===== config.mk =====
export PLATFORM = sky130hd
export DESIGN_NAME = dift_trap_ctrl
export DESIGN_NICKNAME = d
export VERILOG_FILES = /design/src/rtl/dift_trap_ctrl_pkg.sv /design/src/rtl/dift_sat_counter.sv /design/src/rtl/dift_trap_ctrl.sv
export SDC_FILE = /design/constraint.sdc
export NUM_CORES = 1
export LEC_CHECK = 0
export ABC_AREA = 1
export CORE_UTILIZATION = 35
export CTS_BUF_LIST = sky130_fd_sc_hd__clkbuf_2 sky130_fd_sc_hd__clkbuf_4 sky130_fd_sc_hd__clkbuf_8
export DETAILED_ROUTE_END_ITERATION = 12
export SKIP_CTS_REPAIR_TIMING = 1
export SLEW_MARGIN = 20
export SYNTH_ARGS = -nofsm -noshare
export SYNTH_HDL_FRONTEND = slang
export SYNTH_SLANG_ARGS = --single-unit
export TNS_END_PERCENT = 100

===== constraint.sdc =====
create_clock -name clk -period 5.2 [get_ports clk]
set_clock_uncertainty 0.15 [all_clocks]
set_input_delay 1.04 -clock clk [delete_from_list [all_inputs] [get_ports clk]]
set_output_delay 1.04 -clock clk [all_outputs]
set_load 0.02 [all_outputs]

===== src/rtl/dift_trap_ctrl_pkg.sv =====
// rtl/dift_trap_ctrl_pkg.sv - shared DIFT types, constants and trap-type index mapping
package dift_trap_ctrl_pkg;

  // Trap types reported by the tag check unit; NONE means no trap
  typedef enum logic [2:0] {
    DIFT_NONE = 3'd0,
    DIFT_EXEC = 3'd1,
    DIFT_JALR = 3'd2,
    DIFT_BRAN = 3'd3,
    DIFT_STOR = 3'd4,
    DIFT_LOAD = 3'd5
  } dift_trap_t;

  // Trap controller FSM states
  typedef enum logic [1:0] {
    TC_IDLE    = 2'd0,
    TC_PENDING = 2'd1,
    TC_HANDLER = 2'd2
  } dift_trapctrl_state_t;

  localparam int DIFT_CNT_WIDTH = 8;
  localparam int DIFT_NUM_TYPES = 5;

  // Counter slot assigned to each trap type
  localparam logic [2:0] DIFT_IDX_EXEC    = 3'd0;
  localparam logic [2:0] DIFT_IDX_JALR    = 3'd1;
  localparam logic [2:0] DIFT_IDX_BRAN    = 3'd2;
  localparam logic [2:0] DIFT_IDX_STOR    = 3'd3;
  localparam logic [2:0] DIFT_IDX_LOAD    = 3'd4;
  // NONE (and unused encodings) map to a slot that no counter occupies
  localparam logic [2:0] DIFT_IDX_INVALID = 3'd7;

  function automatic logic [2:0] dift_trap_idx(input dift_trap_t t);
    case (t)
      DIFT_EXEC: return DIFT_IDX_EXEC;
      DIFT_JALR: return DIFT_IDX_JALR;
      DIFT_BRAN: return DIFT_IDX_BRAN;
      DIFT_STOR: return DIFT_IDX_STOR;
      DIFT_LOAD: return DIFT_IDX_LOAD;
      default:   return DIFT_IDX_INVALID;
    endcase
  endfunction

endpackage


===== src/rtl/dift_sat_counter.sv =====
// rtl/dift_sat_counter.sv - saturating event counter with synchronous clear
module dift_sat_counter #(
  parameter int WIDTH = 8
) (
  input  logic             clk,
  input  logic             rst,
  input  logic             inc_i,
  input  logic             clr_i,
  output logic [WIDTH-1:0] cnt_o
);

  logic [WIDTH-1:0] cnt_q, cnt_d;

  // Clear beats increment; increment stops at all-ones
  always_comb begin
    cnt_d = cnt_q;
    if (clr_i) begin
      cnt_d = '0;
    end else if (inc_i && (cnt_q != {WIDTH{1'b1}})) begin
      cnt_d = cnt_q + WIDTH'(1);
    end
  end

  // Counter register
  always_ff @(posedge clk or posedge rst) begin
    if (rst) cnt_q <= '0;
    else     cnt_q <= cnt_d;
  end

  assign cnt_o = cnt_q;

endmodule


===== src/rtl/dift_trap_ctrl.sv =====
// rtl/dift_trap_ctrl.sv - DIFT trap sequencing, overflow flag and per-type trap counters
module dift_trap_ctrl
  import dift_trap_ctrl_pkg::*;
#(
  parameter int CNT_WIDTH = DIFT_CNT_WIDTH,
  parameter int NUM_TYPES = DIFT_NUM_TYPES
) (
  input  logic                 clk,
  input  logic                 rst,
  input  logic                 trap_i,
  input  dift_trap_t           trap_type_i,
  input  logic [31:0]          trap_pc_i,
  input  logic                 enable_i,
  output logic                 exc_req_o,
  input  logic                 exc_ack_i,
  output dift_trap_t           exc_type_o,
  output logic [31:0]          exc_pc_o,
  input  logic                 trap_done_i,
  output logic                 busy_o,
  output logic                 overflow_o,
  input  logic                 ovf_clear_i,
  input  dift_trap_t           cnt_sel_i,
  output logic [CNT_WIDTH-1:0] cnt_o,
  input  logic                 cnt_clear_i
);

  dift_trapctrl_state_t state_q, state_d;
  dift_trap_t           type_q, type_d;
  logic [31:0]          pc_q, pc_d;
  logic                 ovf_q, ovf_d;
  logic                 trap_valid, accept, drop;
  logic [2:0]           trap_idx, sel_idx;
  logic [NUM_TYPES-1:0] inc_vec;
  logic [CNT_WIDTH-1:0] cnt_arr [NUM_TYPES];

  assign trap_valid = trap_i && enable_i && (trap_type_i != DIFT_NONE);
  assign trap_idx   = dift_trap_idx(trap_type_i);
  assign sel_idx    = dift_trap_idx(cnt_sel_i);

  // State, latched trap and sticky overflow registers
  always_ff @(posedge clk or posedge rst) begin
    if (rst) begin
      state_q <= TC_IDLE;
      type_q  <= DIFT_NONE;
      pc_q    <= '0;
      ovf_q   <= 1'b0;
    end else begin
      state_q <= state_d;
      type_q  <= type_d;
      pc_q    <= pc_d;
      ovf_q   <= ovf_d;
    end
  end

  // Next state: accept a trap when free (or as the handler retires), drop it otherwise
  always_comb begin
    state_d = state_q;
    accept  = 1'b0;
    drop    = 1'b0;
    case (state_q)
      TC_IDLE: begin
        if (trap_valid) begin
          accept  = 1'b1;
          state_d = TC_PENDING;
        end
      end
      TC_PENDING: begin
        drop = trap_valid;
        if (exc_ack_i) state_d = TC_HANDLER;
      end
      TC_HANDLER: begin
        if (trap_done_i) begin
          if (trap_valid) begin
            accept  = 1'b1;
            state_d = TC_PENDING;
          end else begin
            state_d = TC_IDLE;
          end
        end else begin
          drop = trap_valid;
        end
      end
      default: state_d = TC_IDLE;
    endcase
  end

  // Latch trap details only on acceptance; a drop in the same cycle as a clear keeps the flag set
  always_comb begin
    type_d = accept ? trap_type_i : type_q;
    pc_d   = accept ? trap_pc_i : pc_q;
    ovf_d  = ovf_q;
    if (drop)             ovf_d = 1'b1;
    else if (ovf_clear_i) ovf_d = 1'b0;
  end

  // Outputs decoded from registered state so the request has no combinational path from trap_i
  always_comb begin
    exc_req_o  = (state_q == TC_PENDING);
    busy_o     = (state_q != TC_IDLE);
    exc_type_o = type_q;
    exc_pc_o   = pc_q;
    overflow_o = ovf_q;
  end

  // One saturating counter per trap type; dropped traps count too
  for (genvar g = 0; g < NUM_TYPES; g++) begin : g_cnt
    assign inc_vec[g] = trap_valid && (trap_idx == 3'(g));
    dift_sat_counter #(.WIDTH(CNT_WIDTH)) u_cnt (
      .clk   (clk),
      .rst   (rst),
      .inc_i (inc_vec[g]),
      .clr_i (cnt_clear_i),
      .cnt_o (cnt_arr[g])
    );
  end

  // Counter readback; NONE selects no slot and reads zero
  always_comb begin
    cnt_o = '0;
    for (int i = 0; i < NUM_TYPES; i++) begin
      if (sel_idx == 3'(i)) cnt_o = cnt_arr[i];
    end
  end

endmodule


* Yosys cells after proc, flatten, opt, wreduce, memory -nomap -nowiden
Index checks and enable logic that the tools add are counted.
Widths: inputs -> output; s select.
** Storage, ports and cells
- Logic and storage cells :: 95
- Output and inout port bits :: 46
- Input port bits :: 46
- Bits in registers :: 78
** Operators by class
- Reduce and logical (&&, ||, !) cells :: 24
- Add/subtract/negate cells :: 5
- Equality and inequality tests :: 28
- Muxes and demuxes :: 29
** Operators with widths (number)
- $mux 8 :: 15
- $add 8x1->8 const B :: 5
- $ne 8x8->1 const B :: 5
- $pmux 3 s5 :: 2
- $eq 3x2->1 const B :: 8
- $eq 3x3->1 const B :: 6
- $reduce_bool 2->1 :: 7
- $eq 3x1->1 const B :: 4
- $logic_and 1x1->1 :: 12
- $logic_not 3->1 :: 2
- $mux 1 :: 6
- $mux 2 :: 3
- $pmux 2 s3 :: 1
- $ne 2x2->1 const B :: 2
- $pmux 1 s2 :: 2
- $reduce_and 3->1 :: 1
- $reduce_bool 3->1 :: 1
- $eq 2x1->1 const B :: 1
- $eq 2x2->1 const B :: 1
- $logic_not 2->1 :: 1
- $ne 2x1->1 const B :: 1

* Depth between registers and ports, before layout
Gate-level depths: netlist of run 1.
- Depth after elaboration :: 8
- Mapped depth :: 9
- Gate-level depth less buffers :: 9

* Modules after synthesis
A second synthesis of run 1 with hierarchy kept.
** Second synthesis, totals
- Cell total of the unflattened synthesis :: 610
- Area total of the unflattened synthesis :: 4534.3 um^2
** By module, submodules not included
- dift_sat_counter :: times used 5, seq. area each 200.2 um^2, area an instance 506.7 um^2, cells each 69
- dift_trap_ctrl :: times used 1, seq. area each 950.9 um^2, area an instance 2000.7 um^2, cells each 265

* Least setup slack after synthesis of run 1
Ideal clock, no wire load.
- Kind :: input -> output
- Start :: in cnt_sel_i[2]
- End :: out cnt_o[0]
- Arrival time :: 1.889 ns
- Cell stages on the path :: 4
- Setup slack :: 2.121 ns
- Buffers on the path :: 0
- Path through :: inv_1 -> nor3_1 -> nand2_1 -> nand3_1
** Between the ends
- Word-level cells in the longest chain between the ends :: 8
** RTL lines
- start, declared :: RTL line dift_trap_ctrl.sv:22 : input dift_trap_t cnt_sel_i,
- $eq 3x3->1 (tied with other cells) :: RTL line dift_trap_ctrl_pkg.sv:34 : case (t)
- $pmux 3 s5 * :: RTL line dift_trap_ctrl_pkg.sv:34
- $logic_not 3->1 :: RTL line dift_trap_ctrl.sv:121 : if (sel_idx == 3'(i)) cnt_o = cnt_arr[i];
- $mux 8 (4 in series) :: RTL line dift_trap_ctrl.sv:121
- $mux 8 * :: RTL line dift_trap_ctrl.sv:121
- end, declared :: RTL line dift_trap_ctrl.sv:23 : output logic [CNT_WIDTH-1:0] cnt_o,
Every way passes the cells marked *; elsewhere a longest branch is shown, timed or not.

* Worst setup path after layout of run 1
- Start :: in cnt_sel_i[0]
- End :: out cnt_o[0]
The elaborated chain is that of the path after synthesis.

==> flow_summary.json, run 1 <==
{
  "timing.critical_path.buf_inv": 3,
  "worst_pin_slew_ns": 0.750,
  "dr.first_iter.drc_count": 268,
  "vias": 4180,
  "initial_core_util_pct": 36.1,
  "syn_area_sq_um": 4380,
  "yosysWarningCount": 0,
  "io_buffers": 91,
  "cp_top_family": "buffers and inverters",
  "crit_path_end_kind": "output port",
  "overflow": 0,
  "std_cell_rows": 40,
  "cp_max_fo": 13,
  "vdd_ir_drop_max_mv": 0.122,
  "synth_nets": 665,
  "wl_per_cell_microns": 13.4,
  "cp_slowest_cell": "clkdlybuf4s50_1",
  "layout-drive-gt1-share_pct": 3.98,
  "clockBufferDepth": 2,
  "synth_ff_type": "dfrtp_1",
  "ys_seq_elements": 78,
  "max_cap_violations": 0,
  "worstPathArrival_ns": 3.26,
  "timing.fmax_ghz": 0.225,
  "syn_area_per_cell_sq_um": 7.17,
  "synth_top_cell_area_share_pct": 44.6,
  "period_needed_ns": 4.45,
  "relSlewSlack_pct": 49.8,
  "ys_top_cells_by_area": "dfrtp_1, nand2_1, nand3_1",
  "async_reset_ff_share_pct": 100,
  "leakagePower_nw": 2.84,
  "final_hold_viol_count": 0,
  "ios": 92,
  "finalHoldWorstSlack_ns": 0.359,
  "die-area_sq_um": 13000,
  "routed_wirelength_microns": 11600,
  "hpwlAfterDp_microns": 8190,
  "nets": 754,
  "setup_violations": 0,
  "max_stage_delay_ns": 0.68,
  "path_common_cell": "clkdlybuf4s50_1",
  "power.density_nw_per_um2": 371,
  "yosysMostFrequentCell": "nand2_1",
  "switching_power_w": 0.000718,
  "track_usage_pct": 19.2,
  "placed_area_sq_um": 5430,
  "core_sq_um": 12100,
  "finalMaxSlewViolations": 0,
  "syn_to_final_growth_pct": 29.2,
  "synthDistinctLibCells": 25,
  "antenna_found_initial": 0,
  "clkTransAtPathRegs_ns": 0.07,
  "root_buffer": "clkbuf_8",
  "grt_max_degree": 53,
  "drtAntennaViolNets": 0,
  "grt_pass1_wl_microns": 19400,
  "final_util_pct": 46.7,
  "finish.instance_area_sq_um": 5660,
  "p_int_w": 0.00138,
  "netSwitchingFraction_pct": 34.2,
  "cts.sinks": 78,
  "clkLatencyLatePin_ns": 0.37,
  "synth_edf_count": 0,
  "seqPwrFrac_pct": 38.9,
  "worstPathRequired_ns": 4.01,
  "grt_pass1_vias": 3974,
  "syn_inst": 610,
  "grt_setup_unrepaired": "false",
  "antenna_cells": 0,
  "fill_cells": 1239,
  "total_power_w": 0.00210,
  "die_h_microns": 114,
  "crit_type": "primary input to output port",
  "hold_class": "register to register",
  "dieWidth_microns": 114,
  "drc": 0,
  "crit_chain": "clkdlybuf4s50_1 > inv_1 > nor3_1 > nand2_1 > nand3_1 > clkdlybuf4s50_1",
  "drt_pre_antenna_iters": 4,
  "cts_tree": "yes",
  "worstSetupStartpointType": "primary input",
  "vias_per_cell": 4.79,
  "synth_seq_area_share_pct": 44.6,
  "cts_buffers": 9,
  "synth_area_leader_cell": "dfrtp_1",
  "yosys-top-cells-count": "nand2_1, nand3_1, dfrtp_1",
  "comb_power_share_pct": 36.1,
  "place.gp.congestion": 0.846,
  "power_frac_clock_pct": 25.0,
  "fin_crit_sh_pct": 85.5,
  "htreeDepth": 3,
  "tns_ns": 0,
  "status": "completed",
  "regToRegSetupSlack_ns": 2.97
}
[final timing paths]
| check | startpoint | to | cells past startpoint |
|---|---|---|---|
| worst max-delay path | cnt_sel_i[0] | cnt_o[0] | 6 |
| worst min-delay path | exc_pc_o[24] | exc_pc_o[24] | 2 |
| worst max register to register | state_q[0] | exc_pc_o[30] | 6 |
| worst min register to register | exc_pc_o[24] | exc_pc_o[24] | 2 |
| max in group asynchronous | rst | g_cnt[4].u_cnt.cnt_o[0] | 3 |
| min in group asynchronous | rst | exc_pc_o[21] | 2 |
[final cells by class]
type / instances / area (sq um) / share of cell area, %
multi-input combinational: 450 / 2090 / 37.0
sequential: 78 / 1950 / 34.5
timing repair buffer: 93 / 926 / 16.4
inverter: 67 / 251 / 4.45
tap: 168 / 210 / 3.72
clock buffer: 11 / 145 / 2.57
clock inverter: 5 / 81.3 / 1.44
[flip-flops by register name (all words and copies together), names as in the netlist]
name / flops
state_q: 2
exc_pc_o: 32
overflow_o: 1
g_cnt.u_cnt.cnt_o: 40
exc_type_o: 3
[power by group through the flow]
stage / clock network [W] / registers, W / logic [W]
after global placement: 0 / 0.000822 / 0.000759
after floorplan: 0 / 0.000985 / 0.000238
after CTS: 0.000547 / 0.000816 / 0.000767
after global routing: 0.000572 / 0.000833 / 0.000827
after detailed placement: 0 / 0.000828 / 0.000765
final: 0.000526 / 0.000817 / 0.000758
[placed cells by master, fill, tap and decap left out, types with 2 or more instances in the layout]
| master | n |
|---|---|
| xnor2_1 | 3 |
| ha_1 | 9 |
| bufinv_16 | 2 |
| nand4_1 | 19 |
| nand2_1 | 230 |
| inv_1 | 64 |
| nand3_1 | 90 |
| dfrtp_1 | 78 |
| nor3_1 | 5 |
| nor2_2 | 3 |
| inv_2 | 2 |
| xor2_1 | 10 |
| o21ai_0 | 30 |
| clkdlybuf4s50_1 | 91 |
| clkbuf_8 | 10 |
| nor2_1 | 43 |
| buf_4 | 2 |
[through the flow]
| stage | instances | setup WS, ns |
|---|---|---|
| 4_1_cts | 872 | 0.766 |
| 5_1_grt | 872 | 0.535 |
| 2_1_floorplan | 610 | 2.01 |
| 6_report | 872 | 0.752 |
| 3_5_place_dp | 856 | 0.780 |
| 3_3_place_gp | 856 | 0.837 |
[tightest hold or removal path: cells and delay by family, from the launching register on]
kind | cells | cell delay [ns]
and+or+nand+nor | 2 | 0.13
DFF | 1 | 0.35
[cells by family after synthesis]
logic type	count (synthesis)	synth area share [%]
compound gates	34	4.23
xor+xnor	13	2.60
fa+ha+maj	9	2.57
buf+inv	82	7.63
flops	78	44.6
simple gates	394	38.4
[routing by layer]
layer / GRT usage, % / vias to the layer above / share of wire [%]
met5: 0 / - / 0
met4: 8.74 / 0 / 2.2
met3: 3.61 / 19 / 6.8
met2: 29.6 / 135 / 44
met1: 26.4 / 1908 / 47
li1: - / 2118 / -
Note: power is estimated with default switching activity, not from simulation.
==> inputs of run 2 (changes only) <==
--- a/config.mk
+++ b/config.mk
@@ -6,9 +6,10 @@
 export NUM_CORES = 1
 export LEC_CHECK = 0
 export ABC_AREA = 1
-export CORE_UTILIZATION = 35
-export CTS_BUF_LIST = sky130_fd_sc_hd__clkbuf_2 sky130_fd_sc_hd__clkbuf_4 sky130_fd_sc_hd__clkbuf_8
+export CORE_ASPECT_RATIO = 1.5
+export CORE_UTILIZATION = 45
 export DETAILED_ROUTE_END_ITERATION = 12
+export PLACE_DENSITY = 0.72
 export SKIP_CTS_REPAIR_TIMING = 1
 export SLEW_MARGIN = 20
 export SYNTH_ARGS = -nofsm -noshare
==> run 2 against run 1 <==
Combinational power barely moved. Sequential share of layout area fell by 0.45 points. Maximum frequency fell by 0.77%.
==> flow_summary.json, run 2 (synthesis results as in run 1) <==
{
  "status": "completed",
  "crit_chain": "clkdlybuf4s50_1 > inv_1 > nor3_1 > nand2_1 > nand3_1 > clkdlybuf4s50_1",
  "vias_per_cell": 5.25,
  "track_usage_pct": 24.0,
  "period_needed_ns": 4.48,
  "grt_max_degree": 49,
  "final_common_cell": "nand2_1",
  "die-area_sq_um": 10100,
  "grt_setup_unrepaired": "false",
  "clkTransAtPathRegs_ns": 0.06,
  "r2r-start": "state_q[0]",
  "htreeDepth": 3,
  "core_sq_um": 9360,
  "drtAntennaViolNets": 0,
  "crit_type": "primary input to output port",
  "hold_class": "register to register",
  "finish.instance_area_sq_um": 5730,
  "r2r_end": "exc_pc_o[13]",
  "nets": 754,
  "final_util_pct": 61.2,
  "dr.first_iter.drc_count": 184,
  "drt_pre_antenna_iters": 4,
  "relSlewSlack_pct": 45.7,
  "grt_pass1_vias": 4046,
  "met2_usage_pct": 41.0,
  "cp.depth": 6,
  "timing.critical_path.buf_inv": 3,
  "timing.final.ws_setup_ns": 0.718,
  "cp_slowest_cell": "clkdlybuf4s50_1",
  "drc": 0,
  "fin_crit_sh_pct": 86.2,
  "worstPathArrival_ns": 3.29,
  "power.density_nw_per_um2": 408,
  "r2r_cells": 6,
  "routed_wirelength_microns": 11400,
  "antenna_found_initial": 0,
  "io_buffers": 91,
  "clkLatencyLatePin_ns": 0.33,
  "use_met1_pct": 27.2,
  "tns_ns": 0,
  "min_delay_worst_endpoint": "exc_pc_o[9]",
  "grt.met3_usage_pct": 4.91,
  "layout-drive-gt1-share_pct": 3.98,
  "pre_cts_slack_ns": 0.761,
  "path_common_cell": "clkdlybuf4s50_1",
  "cts.sinks": 78,
  "place.gp.congestion": 0.899,
  "die_h_microns": 123,
  "placed_area_sq_um": 5360,
  "cts_buffers": 9,
  "initial_core_util_pct": 46.8,
  "largest_reg_flops": 40,
  "timing.fmax_ghz": 0.223,
  "worstSetupStartpointType": "primary input",
  "antenna_cells": 0,
  "root_buffer": "clkbuf_16",
  "leakagePower_nw": 2.91,
  "std_cell_rows": 43,
  "finalMaxSlewViolations": 0,
  "dieWidth_microns": 82.5,
  "cp_top_family": "buffers and inverters",
  "max_stage_delay_ns": 0.68,
  "ios": 92,
  "worst_pin_slew_ns": 0.813,
  "cts_tree": "yes",
  "crit_path_end_kind": "output port",
  "setup_violations": 0,
  "holdCritStartpoint": "exc_pc_o[9]",
  "clockBufferDepth": 2,
  "cp_max_fo": 13,
  "max_cap_violations": 0,
  "hpwlAfterDp_microns": 8360,
  "regToRegSetupSlack_ns": 3.05,
  "layout_common_cells": "nand2_1, clkdlybuf4s50_1, nand3_1, dfrtp_1, inv_1",
  "cp-startpoint": "cnt_sel_i[0]",
  "syn_to_final_growth_pct": 31.0,
  "worstPathRequired_ns": 4.01,
  "grt_pass1_wl_microns": 18300,
  "grt.busiest_layer": "met2",
  "vias": 4281,
  "holdPathStages": 2,
  "vdd_ir_drop_max_mv": 0.301,
  "overflow": 0,
  "final_hold_viol_count": 0,
  "wl_per_cell_microns": 14.0
}
[run 2: cell count changes in the layout (fill, tap and decap cells not counted), sizes merged]
| cell | before | now |
|---|---|---|
| clkinv | 2 | 3 |
| bufinv | 2 | 4 |
| clkbuf | 11 | 9 |
| inv | 67 | 66 |
[run 2: power breakdown]
| group | total [W] | internal (W) | switching, W | leakage [nW] |
|---|---|---|---|---|
| clock | 0.000766 | 0.000520 | 0.000247 | 0.176 |
| combinational | 0.000757 | 0.000353 | 0.000404 | 1.70 |
| sequential | 0.000818 | 0.000742 | 0.0000754 | 1.03 |
[run 2: how the worst max path moves through the flow]
| stage | endpoint | slack (ns) |
|---|---|---|
| 2_1_floorplan | exc_pc_o[0] | 2.01 |
| 3_3_place_gp | cnt_o[2] | 0.86 |
| 3_5_place_dp | cnt_o[7] | 0.76 |
| 4_1_cts | cnt_o[7] | 0.75 |
| 5_1_grt | cnt_o[3] | 0.62 |
| 6_report | cnt_o[7] | 0.72 |
[run 2: tightest hold or removal path, delay by kind of cell, from the launching register on]
family / cells / cell delay, ns
simple gates: 2 / 0.13
flops: 1 / 0.34
[run 2: per-stage QoR]
step | hold WS [ns] | power (W) | std cells
6_report | 0.354 | 0.00234 | 816
3_5_place_dp | 0.343 | 0.00159 | 800
5_1_grt | 0.374 | 0.00247 | 816
3_3_place_gp | 0.337 | 0.00157 | 800
4_1_cts | 0.359 | 0.00237 | 816
2_1_floorplan | 0.334 | 0.00122 | 610
[run 2: cell type report]
| class | count | area (sq um) |
|---|---|---|
| Fill cell | 840 | 3630 |
| Clock buffer | 9 | 225 |
| Clock inverter | 7 | 145 |
| Tap cell | 112 | 140 |
| Multi-Input combinational cell | 450 | 2090 |
| Timing Repair Buffer | 93 | 926 |
| Inverter | 67 | 253 |
| Sequential cell | 78 | 1950 |
[run 2: metal layers]
metal | up-vias | wire (microns)
li1 | 2127 | -
met1 | 1986 | 4660
met2 | 137 | 5610
met3 | 31 | 726
met4 | 0 | 431
met5 | - | 0
